### config.mk
export PLATFORM = sky130hd
export DESIGN_NAME = id_imm_stage
export DESIGN_NICKNAME = d
export VERILOG_FILES = /design/src/rtl/id_pkg.sv /design/src/rtl/id_imm_extract.sv /design/src/rtl/id_imm_stage.sv
export SDC_FILE = /design/constraint.sdc
export NUM_CORES = 1
export LEC_CHECK = 0
export ABC_CLOCK_PERIOD_IN_PS = 2070
export BUFFER_PORTS_ARGS = -buffer_cell sky130_fd_sc_hd__buf_2
export CORE_MARGIN = 4
export CORE_UTILIZATION = 55
export CTS_CLUSTER_SIZE = 16
export DETAILED_ROUTE_END_ITERATION = 10
export HOLD_SLACK_MARGIN = 0.03
export PLACE_DENSITY = 0.79
export SETUP_SLACK_MARGIN = 0.3
export SLEW_MARGIN = 10
export SYNTH_ARGS = -nofsm -noshare
export SYNTH_HDL_FRONTEND = slang
export SYNTH_SLANG_ARGS = --single-unit
### constraint.sdc
create_clock -name i_clk -period 2.07 [get_ports i_clk]
set_input_delay 0.414 -clock i_clk [delete_from_list [all_inputs] [get_ports i_clk]]
set_output_delay 0.414 -clock i_clk [all_outputs]
set_load 0.05 [all_outputs]
### src/rtl/id_pkg.sv
// Shared definitions for the ID-stage immediate generator: format codes and
// the RV32I/RV64I major opcodes it recognises.
package id_pkg;

    typedef enum logic [2:0] {
        FMT_NONE  = 3'd0,
        FMT_I     = 3'd1,
        FMT_S     = 3'd2,
        FMT_B     = 3'd3,
        FMT_U     = 3'd4,
        FMT_J     = 3'd5,
        FMT_SHAMT = 3'd6,
        FMT_Z     = 3'd7
    } imm_fmt_e;

    localparam logic [6:0] OPC_LOAD       = 7'b0000011;
    localparam logic [6:0] OPC_MISC_MEM   = 7'b0001111;
    localparam logic [6:0] OPC_OP_IMM     = 7'b0010011;
    localparam logic [6:0] OPC_AUIPC      = 7'b0010111;
    localparam logic [6:0] OPC_OP_IMM_32  = 7'b0011011;
    localparam logic [6:0] OPC_STORE      = 7'b0100011;
    localparam logic [6:0] OPC_OP         = 7'b0110011;
    localparam logic [6:0] OPC_LUI        = 7'b0110111;
    localparam logic [6:0] OPC_OP_32      = 7'b0111011;
    localparam logic [6:0] OPC_BRANCH     = 7'b1100011;
    localparam logic [6:0] OPC_JALR       = 7'b1100111;
    localparam logic [6:0] OPC_JAL        = 7'b1101111;
    localparam logic [6:0] OPC_SYSTEM     = 7'b1110011;

    // Shift-immediate forms of OP-IMM / OP-IMM-32 are selected by funct3.
    function automatic logic is_shift_funct3(input logic [2:0] funct3);
        return (funct3 == 3'b001) || (funct3 == 3'b101);
    endfunction

endpackage

### src/rtl/id_imm_extract.sv
// Combinational immediate decoder for RV32I/RV64I instruction words.
// Define IMMGEN_CSR_EN to decode the CSR zimm field of SYSTEM instructions.
module id_imm_extract
    import id_pkg::*;
#(
    parameter int XLEN = 32
) (
    input  logic [31:0]     instr,
    output logic [XLEN-1:0] imm,
    output imm_fmt_e        fmt,
    output logic            illegal
);

    if ((XLEN != 32) && (XLEN != 64)) begin : g_bad_xlen
        $error("id_imm_extract: XLEN must be 32 or 64");
    end

    localparam bit RV64 = (XLEN == 64);

    logic [6:0]  opcode;
    logic [2:0]  funct3;
    logic        shift;
    logic [31:0] raw;
    logic        sext;

    assign opcode = instr[6:0];
    assign funct3 = instr[14:12];
    assign shift  = is_shift_funct3(funct3);

    // raw is built already sign-extended to 32 bits; sext chooses how it widens to XLEN.
    always_comb begin
        // NOTE: every output of this block gets a default first so no latch is inferred.
        raw     = '0;
        sext    = 1'b0;
        fmt     = FMT_NONE;
        illegal = 1'b0;
        case (opcode)
            OPC_LOAD, OPC_JALR, OPC_MISC_MEM: begin
                fmt  = FMT_I;
                sext = 1'b1;
                raw  = {{20{instr[31]}}, instr[31:20]};
            end
            OPC_OP_IMM: begin
                if (shift) begin
                    if (!RV64 && instr[25]) begin
                        illegal = 1'b1;
                    end else begin
                        fmt = FMT_SHAMT;
                        raw = RV64 ? {26'b0, instr[25:20]} : {27'b0, instr[24:20]};
                    end
                end else begin
                    fmt  = FMT_I;
                    sext = 1'b1;
                    raw  = {{20{instr[31]}}, instr[31:20]};
                end
            end
            OPC_OP_IMM_32: begin
                if (!RV64) begin
                    illegal = 1'b1;
                end else if (shift) begin
                    fmt = FMT_SHAMT;
                    raw = {27'b0, instr[24:20]};
                end else begin
                    fmt  = FMT_I;
                    sext = 1'b1;
                    raw  = {{20{instr[31]}}, instr[31:20]};
                end
            end
            OPC_STORE: begin
                fmt  = FMT_S;
                sext = 1'b1;
                raw  = {{20{instr[31]}}, instr[31:25], instr[11:7]};
            end
            OPC_BRANCH: begin
                fmt  = FMT_B;
                sext = 1'b1;
                raw  = {{19{instr[31]}}, instr[31], instr[7], instr[30:25], instr[11:8], 1'b0};
            end
            OPC_LUI, OPC_AUIPC: begin
                fmt  = FMT_U;
                sext = 1'b1;
                raw  = {instr[31:12], 12'b0};
            end
            OPC_JAL: begin
                fmt  = FMT_J;
                sext = 1'b1;
                raw  = {{11{instr[31]}}, instr[31], instr[19:12], instr[20], instr[30:21], 1'b0};
            end
            OPC_OP: begin
                fmt = FMT_NONE;
            end
            OPC_OP_32: begin
                illegal = !RV64;
            end
            OPC_SYSTEM: begin
`ifdef IMMGEN_CSR_EN
                if (funct3 inside {3'b101, 3'b110, 3'b111}) begin
                    fmt = FMT_Z;
                    raw = {27'b0, instr[19:15]};
                end
`endif
            end
            default: begin
                // Also catches every word whose low two bits are not 2'b11.
                illegal = 1'b1;
            end
        endcase
    end

    logic [XLEN-1:0] imm_signed;
    logic [XLEN-1:0] imm_unsigned;

    assign imm_signed   = XLEN'($signed(raw));
    assign imm_unsigned = XLEN'(raw);
    assign imm          = sext ? imm_signed : imm_unsigned;

endmodule

### src/rtl/id_imm_stage.sv
// Registered immediate-generation stage: one output register plus a skid
// register behind a valid/ready handshake. Optional IMMGEN_CSR_EN enables zimm decode.
module id_imm_stage
    import id_pkg::*;
#(
    parameter int XLEN  = 32,
    parameter int TAG_W = 5
) (
    input  logic             i_clk,
    input  logic             i_rst,
    input  logic             i_flush,
    input  logic             i_valid,
    output logic             o_ready,
    input  logic [31:0]      i_instr,
    input  logic [TAG_W-1:0] i_tag,
    output logic             o_valid,
    input  logic             i_ready,
    output logic [XLEN-1:0]  o_imm,
    output imm_fmt_e         o_fmt,
    output logic             o_illegal,
    output logic [31:0]      o_instr,
    output logic [TAG_W-1:0] o_tag
);

    typedef struct packed {
        logic [XLEN-1:0]  imm;
        imm_fmt_e         fmt;
        logic             illegal;
        logic [31:0]      instr;
        logic [TAG_W-1:0] tag;
    } entry_t;

    logic [XLEN-1:0] dec_imm;
    imm_fmt_e        dec_fmt;
    logic            dec_illegal;

    id_imm_extract #(
        .XLEN (XLEN)
    ) u_extract (
        .instr   (i_instr),
        .imm     (dec_imm),
        .fmt     (dec_fmt),
        .illegal (dec_illegal)
    );

    entry_t new_entry;
    entry_t out_q;
    entry_t skid_q;
    logic   out_valid_q;
    logic   skid_valid_q;
    logic   in_fire;
    logic   out_free;

    assign new_entry = '{imm: dec_imm, fmt: dec_fmt, illegal: dec_illegal,
                         instr: i_instr, tag: i_tag};

    // o_ready comes straight from a flop, so the upstream path stays short.
    assign o_ready  = !skid_valid_q;
    assign in_fire  = i_valid && o_ready;
    assign out_free = !out_valid_q || i_ready;

    // in_fire and a full skid register are mutually exclusive because o_ready
    // is low whenever the skid register holds an entry.
    always_ff @(posedge i_clk) begin
        if (i_rst) begin
            // NOTE: the datapath registers are reset too so the outputs read zero after reset.
            out_valid_q  <= 1'b0;
            skid_valid_q <= 1'b0;
            out_q        <= '0;
            skid_q       <= '0;
        end else if (i_flush) begin
            out_valid_q  <= 1'b0;
            skid_valid_q <= 1'b0;
        end else if (out_free) begin
            if (skid_valid_q) begin
                // NOTE: non-blocking assignments let this read the old skid value.
                out_q        <= skid_q;
                out_valid_q  <= 1'b1;
                skid_valid_q <= 1'b0;
            end else begin
                out_valid_q <= in_fire;
                if (in_fire) begin
                    out_q <= new_entry;
                end
            end
        end else if (in_fire) begin
            skid_q       <= new_entry;
            skid_valid_q <= 1'b1;
        end
    end

    assign o_valid   = out_valid_q;
    assign o_imm     = out_q.imm;
    assign o_fmt     = out_q.fmt;
    assign o_illegal = out_q.illegal;
    assign o_instr   = out_q.instr;
    assign o_tag     = out_q.tag;

endmodule
After elaboration in Yosys (flattened, before gate mapping)
Index checks and enable logic that the tools add are counted.
{"block": "totals", "in_bits": 42, "word_cells": 52, "ff_bits": 148, "output_inout_bits": 75}
{"block": "op_classes", "bitwise": 2, "eq_ne": 13, "n_reduce_logical": 13, "muxes": 12}
{"cell": "$pmux W32 S6", "n": 1}
{"cell": "$mux W73", "n": 2}
{"cell": "$mux W32", "n": 1}
{"cell": "$eq A7 B7 Y1 const B", "n": 4}
{"cell": "$eq A7 B6 Y1 const B", "n": 3}
{"cell": "$pmux W3 S6", "n": 1}
{"cell": "$eq A7 B5 Y1 const B", "n": 2}
{"cell": "$reduce_or A10 Y1", "n": 1}
{"cell": "$eq A7 B2 Y1 const B", "n": 1}
{"cell": "$eq A7 B4 Y1 const B", "n": 1}
{"cell": "$mux W3", "n": 2}
{"cell": "$reduce_and A3 Y1", "n": 2}
{"cell": "$reduce_or A3 Y1", "n": 2}
{"cell": "$mux W5", "n": 1}
{"cell": "$reduce_or A2 Y1", "n": 2}
{"cell": "$eq A3 B1 Y1 const B", "n": 1}
{"cell": "$eq A3 B3 Y1 const B", "n": 1}
{"cell": "$mux W1", "n": 3}
{"cell": "$logic_not A1 Y1", "n": 2}
{"cell": "$logic_or A1 B1 Y1", "n": 2}
{"cell": "$not A1 Y1", "n": 2}
{"cell": "$pmux W1 S2", "n": 1}
{"cell": "$reduce_bool A2 Y1", "n": 1}
{"cell": "$logic_and A1 B1 Y1", "n": 1}

Logic depth before layout (Yosys ltp)
{"block": "logic_depth", "word_depth": 6, "mapped_depth": 7, "mapped_depth_nobuf": 5}

Modules after synthesis
A second synthesis with hierarchy kept.
{"block": "unflattened", "cells_unflattened": 745, "area_unflattened_um2": 7652.3}
{"mod": "id_imm_stage", "cells_per_inst": 659, "instances": 1, "seq_area_each_um2": 2962.8, "area_per_inst_um2": 7064.3}
{"mod": "id_imm_extract", "cells_per_inst": 86, "instances": 1, "seq_area_each_um2": 0.0, "area_per_inst_um2": 588.1}

Worst setup path after synthesis
OpenSTA, ideal clock, no wires.
{"block": "synth_path", "path_kind": "register to register", "startpoint": "register out_valid_q, in the netlist o_valid", "endpoint": "register skid_q[61] (netlist name)", "path_slack_ns": 0.065, "arrival_time_ns": 1.947, "path_buffers": 2, "period_less_slack_ns": 2.005, "setup_time_ns": 0.058, "path_stages_with_launch": 7, "required_time_ns": 2.012, "path_cell_list": "dfxtp_1 nand2b_1 nor3_1 clkbuf_1 nand3_1 buf_2 nand2_1"}
{"block": "synth_via", "elab_chain_len": 4}
{"item": "from (decl)", "line": "id_imm_stage.sv:49", "rtl": "logic out_valid_q;"}
{"item": "from (signal assigned)", "line": "id_imm_stage.sv:81", "rtl": "out_valid_q <= in_fire;"}
{"item": "$logic_not A1 Y1", "line": "id_imm_stage.sv:60", "rtl": "assign out_free = !out_valid_q || i_ready;"}
{"item": "$logic_or A1 B1 Y1", "line": "id_imm_stage.sv:60"}
{"item": "$not A1 Y1 (no line)"}
{"item": "$reduce_and A3 Y1 (no line)"}
{"item": "to (signal assigned)", "line": "id_imm_stage.sv:87", "rtl": "skid_q <= new_entry;"}
{"item": "to (decl)", "line": "id_imm_stage.sv:48", "rtl": "entry_t skid_q;"}
Every way passes these cells.
A chain may end at the register's enable or synchronous reset.

Worst setup path after layout
{"block": "layout_path", "startpoint": "register skid_valid_q", "endpoint": "output o_ready"}
{"block": "layout_via", "elab_chain_len": 1}
{"item": "from (decl)", "line": "id_imm_stage.sv:50", "rtl": "logic skid_valid_q;"}
{"item": "from (signal assigned)", "line": "id_imm_stage.sv:68", "rtl": "skid_valid_q <= 1'b0;"}
{"item": "from (signal assigned)", "line": "id_imm_stage.sv:73", "rtl": "skid_valid_q <= 1'b0;"}
{"item": "from (signal assigned)", "line": "id_imm_stage.sv:79", "rtl": "skid_valid_q <= 1'b0;"}
{"item": "$logic_not A1 Y1", "line": "id_imm_stage.sv:58", "rtl": "assign o_ready = !skid_valid_q;"}
{"item": "to (decl)", "line": "id_imm_stage.sv:13", "rtl": "output logic o_ready,"}
Every way passes these cells.

==> flow_summary_export.csv <==
group,metric,value,unit
setup_path,crit_arrival,1420,ps
timing,max_slew_margin,62.20,%
cells_and_area,final_nets,926,
setup_path,crit_fanout,11,
clock_tree,clock_sinks,148,
logic_synthesis,syn_area_per_cell,8.292,um^2
global_route,grt.overflow.total,0,
place,gp_congestion,0.9372,
clock_tree,clkTransAtPathRegs,60,ps
power,powerDensity,926.5,mW/mm^2
global_route,antenna_found_initial,0,
drt,postRouteAntennaNets,0,
global_route,grt_pass1_wl,29.79,mm
cells_and_area,nFillCells,885,
logic_synthesis,syn_area,0.006385,mm^2
setup_path,worstPathRequired,1660,ps
power,leakage,0.003098,uW
drt,drc_errors,0,
clock_tree,cts_hold_repair.buffers,0,
place,placed_area,0.007258,mm^2
logic_synthesis,synth_nets,812,
floorplanning,die_x,115.7,um
clock_tree,clk_latency,430,ps
outcome,status,"completed",
timing,final-setup-viol-count,0,
drt,firstDrtPassIters,5,
cells_and_area,layout-drive-gt1-share,23.97,%
setup_path,setup.worst_path.start_class,"flop",
logic_synthesis,synth_seq_area_share,46.40,%
drt,vias_per_cell,6.060,
timing,whs,240.2,ps
logic_synthesis,synth_top_area_share,46.40,%
worst_hold_path,worstHoldPathType,"in2reg",
floorplanning,fp.dieArea,0.01340,mm^2
timing,min_period_over_period,88.55,%
floorplanning,rows,39,
floorplanning,io_pins,117,
timing,tightest_slew,567.0,ps
floorplanning,initial_utilization,56.16,%
power,p_total,7506,uW
logic_synthesis,ys_warn_count,0,
logic_synthesis,synth_edf_count,0,
clock_tree,clockBufferDepth,2,
cells_and_area,area_growth,26.89,%
floorplanning,die_height,115.7,um
logic_synthesis,yosys.area.top_type,"dfxtp_1",
timing,hold_viol,0,
logic_synthesis,synth-main-ff-cell,"dfxtp_1",
drt,routed_wl,19.19,mm
timing,fmax,545.6,MHz
clock_tree,cts_made_buffers,17,
clock_tree,root_buffer,"clkbuf_16",
global_route,grt_use_total,27.91,%
timing,period_needed,1833,ps
global_route,first_global_vias,5978,
cells_and_area,antennaDiodeCount,0,
setup_path,critPathKind,"reg2out",
logic_synthesis,ys_top_cells_by_area,"dfxtp_1 (46%), nand2_1 (8.3%), a211oi_1 (6.3%)",
timing,rsz0062_at_grt,"true",
logic_synthesis,ys_seq_elements,148,
drt,vias,6302,
drt,wl_per_cell,18.45,um
clock_tree,cts_tree,"built",
global_route,grt_max_degree,62,
logic_synthesis,ys_async_sr_fraction,0,%
setup_path,end_kind,"output port",
timing,setup_slack,237.1,ps
timing,clock_skew,9.406,ps
cells_and_area,fin_area,0.008102,mm^2
clock_tree,htree_num_levels,4,
timing,tns,0,ps
job,cap_violations,0,
place,io_buffers,116,
timing,drv_slew,0,
place,pre_cts_slack,46.80,ps
floorplanning,core,0.01137,mm^2
drt,drtIter0Drc,631,
logic_synthesis,synth.distinct_cells,53,
place,hpwl,12.47,mm
power,ir_drop,760.2,uV
logic_synthesis,syn-instance-count,770,
[worst max-delay path, cell delays in order (launching register included)]
cell and delay (ps):
dfxtp_4 400, buf_12 160, inv_1 60, buf_4 170
buf_4 190
[state kept, by name (all words and copies together), names as in the netlist]
register,count
o_illegal,1
skid_valid_q,1
o_instr,32
o_valid,1
o_fmt,3
skid_q,73
o_tag,5
o_imm,32
[timing repair]
action | CTS | global route
pin swaps | 0 | 2
buffers inserted | 0 | 4
setup endpoints to repair | 18 | 22
cloned | 0 | 2
gates resized for setup | 4 | 10
endpoints found under the hold margin | 0 | 0
[area by class of cell]
class	instances	area (um^2)	share of cell area (%)
Inverter	6	22.52	0.2780
Timing Repair Buffer	162	1049	12.94
Clock inverter	12	247.7	3.058
Multi-Input combinational cell	549	3189	39.37
Clock buffer	20	446.7	5.514
Sequential cell	148	2968	36.63
Tap cell	143	178.9	2.208
[through the flow]
stage                     cells  util (%)
after detailed placement   1002     63.84
after global placement     1002     63.84
after CTS                  1034     70.09
after floorplan             770         -
final                      1040     71.26
after global routing       1040     71.26
[synthesized netlist by cell type (all sizes together) (8+ instances only)]
cell / n
a211oi: 55
a21o: 12
a21oi: 73
a221oi: 8
and3: 13
buf: 21
clkbuf: 46
dfxtp: 148
mux2i: 36
nand2: 142
nand3: 23
nor2: 63
nor3: 11
o21ai: 35
or3: 15
[per-layer routing]
metal	vias to the layer above	GRT usage (%)	share of wire, %
met5	-	0	0
met4	0	10.98	1.5
met3	29	5.849	7.7
met2	306	44.64	48
met1	3003	37.20	43
li1	2964	-	-
[report_power, final]
| part | total (uW) | switching (uW) | internal, uW |
|---|---|---|---|
| sequential | 2990 | 47.8 | 2940 |
| combinational | 893 | 642 | 251 |
| clock | 3630 | 1210 | 2420 |
[cells in the final DEF, fill, tap and decap left out, types with 3 or more instances in the layout]
cell         n
bufinv_16    7
a211oi_1    53
o211ai_1     3
nor3b_1      3
nor2_1      62
a21o_1      12
nor2b_1      5
nand2_1    141
nor3_4       3
nand3_1     23
buf_12       6
o21ai_0     31
o22ai_1      6
nor3_1       7
clkbuf_16   19
nand2b_1     5
o21ai_1      3
inv_1        5
and3_1      13
a221oi_1     8
dfxtp_1    146
or3_1       14
a21oi_1     73
a22oi_1      4
o32ai_1      5
mux2i_1     36
a32oi_1      3
buf_2      114
buf_4       39
[cells by family (layout without fill, tap and decap cells)]
family / after synthesis / after routing / synth area share, %
AO/OA/AOI/OAI: 215 / 215 / 21.69
buffers and inverters: 73 / 200 / 4.703
flip-flops: 148 / 148 / 46.40
multiplexers: 36 / 36 / 5.644
AND/OR/NAND/NOR: 298 / 298 / 21.56
[final timing paths]
kind / startpoint / slack, ps / endpoint / cells after the start
worst min-delay path: i_tag[4] / 240 / skid_q[4]$_SDFFE_PP0P_ / 3
worst max-delay path: skid_valid_q$_SDFFE_PP0P_ / 240 / o_ready / 4
worst min register to register: skid_q[9]$_SDFFE_PP0P_ / 450 / skid_q[9]$_SDFFE_PP0P_ / 2
worst max register to register: skid_valid_q$_SDFFE_PP0P_ / 300 / skid_q[40]$_SDFFE_PP0P_ / 5
(Power assumes the default switching activity.)
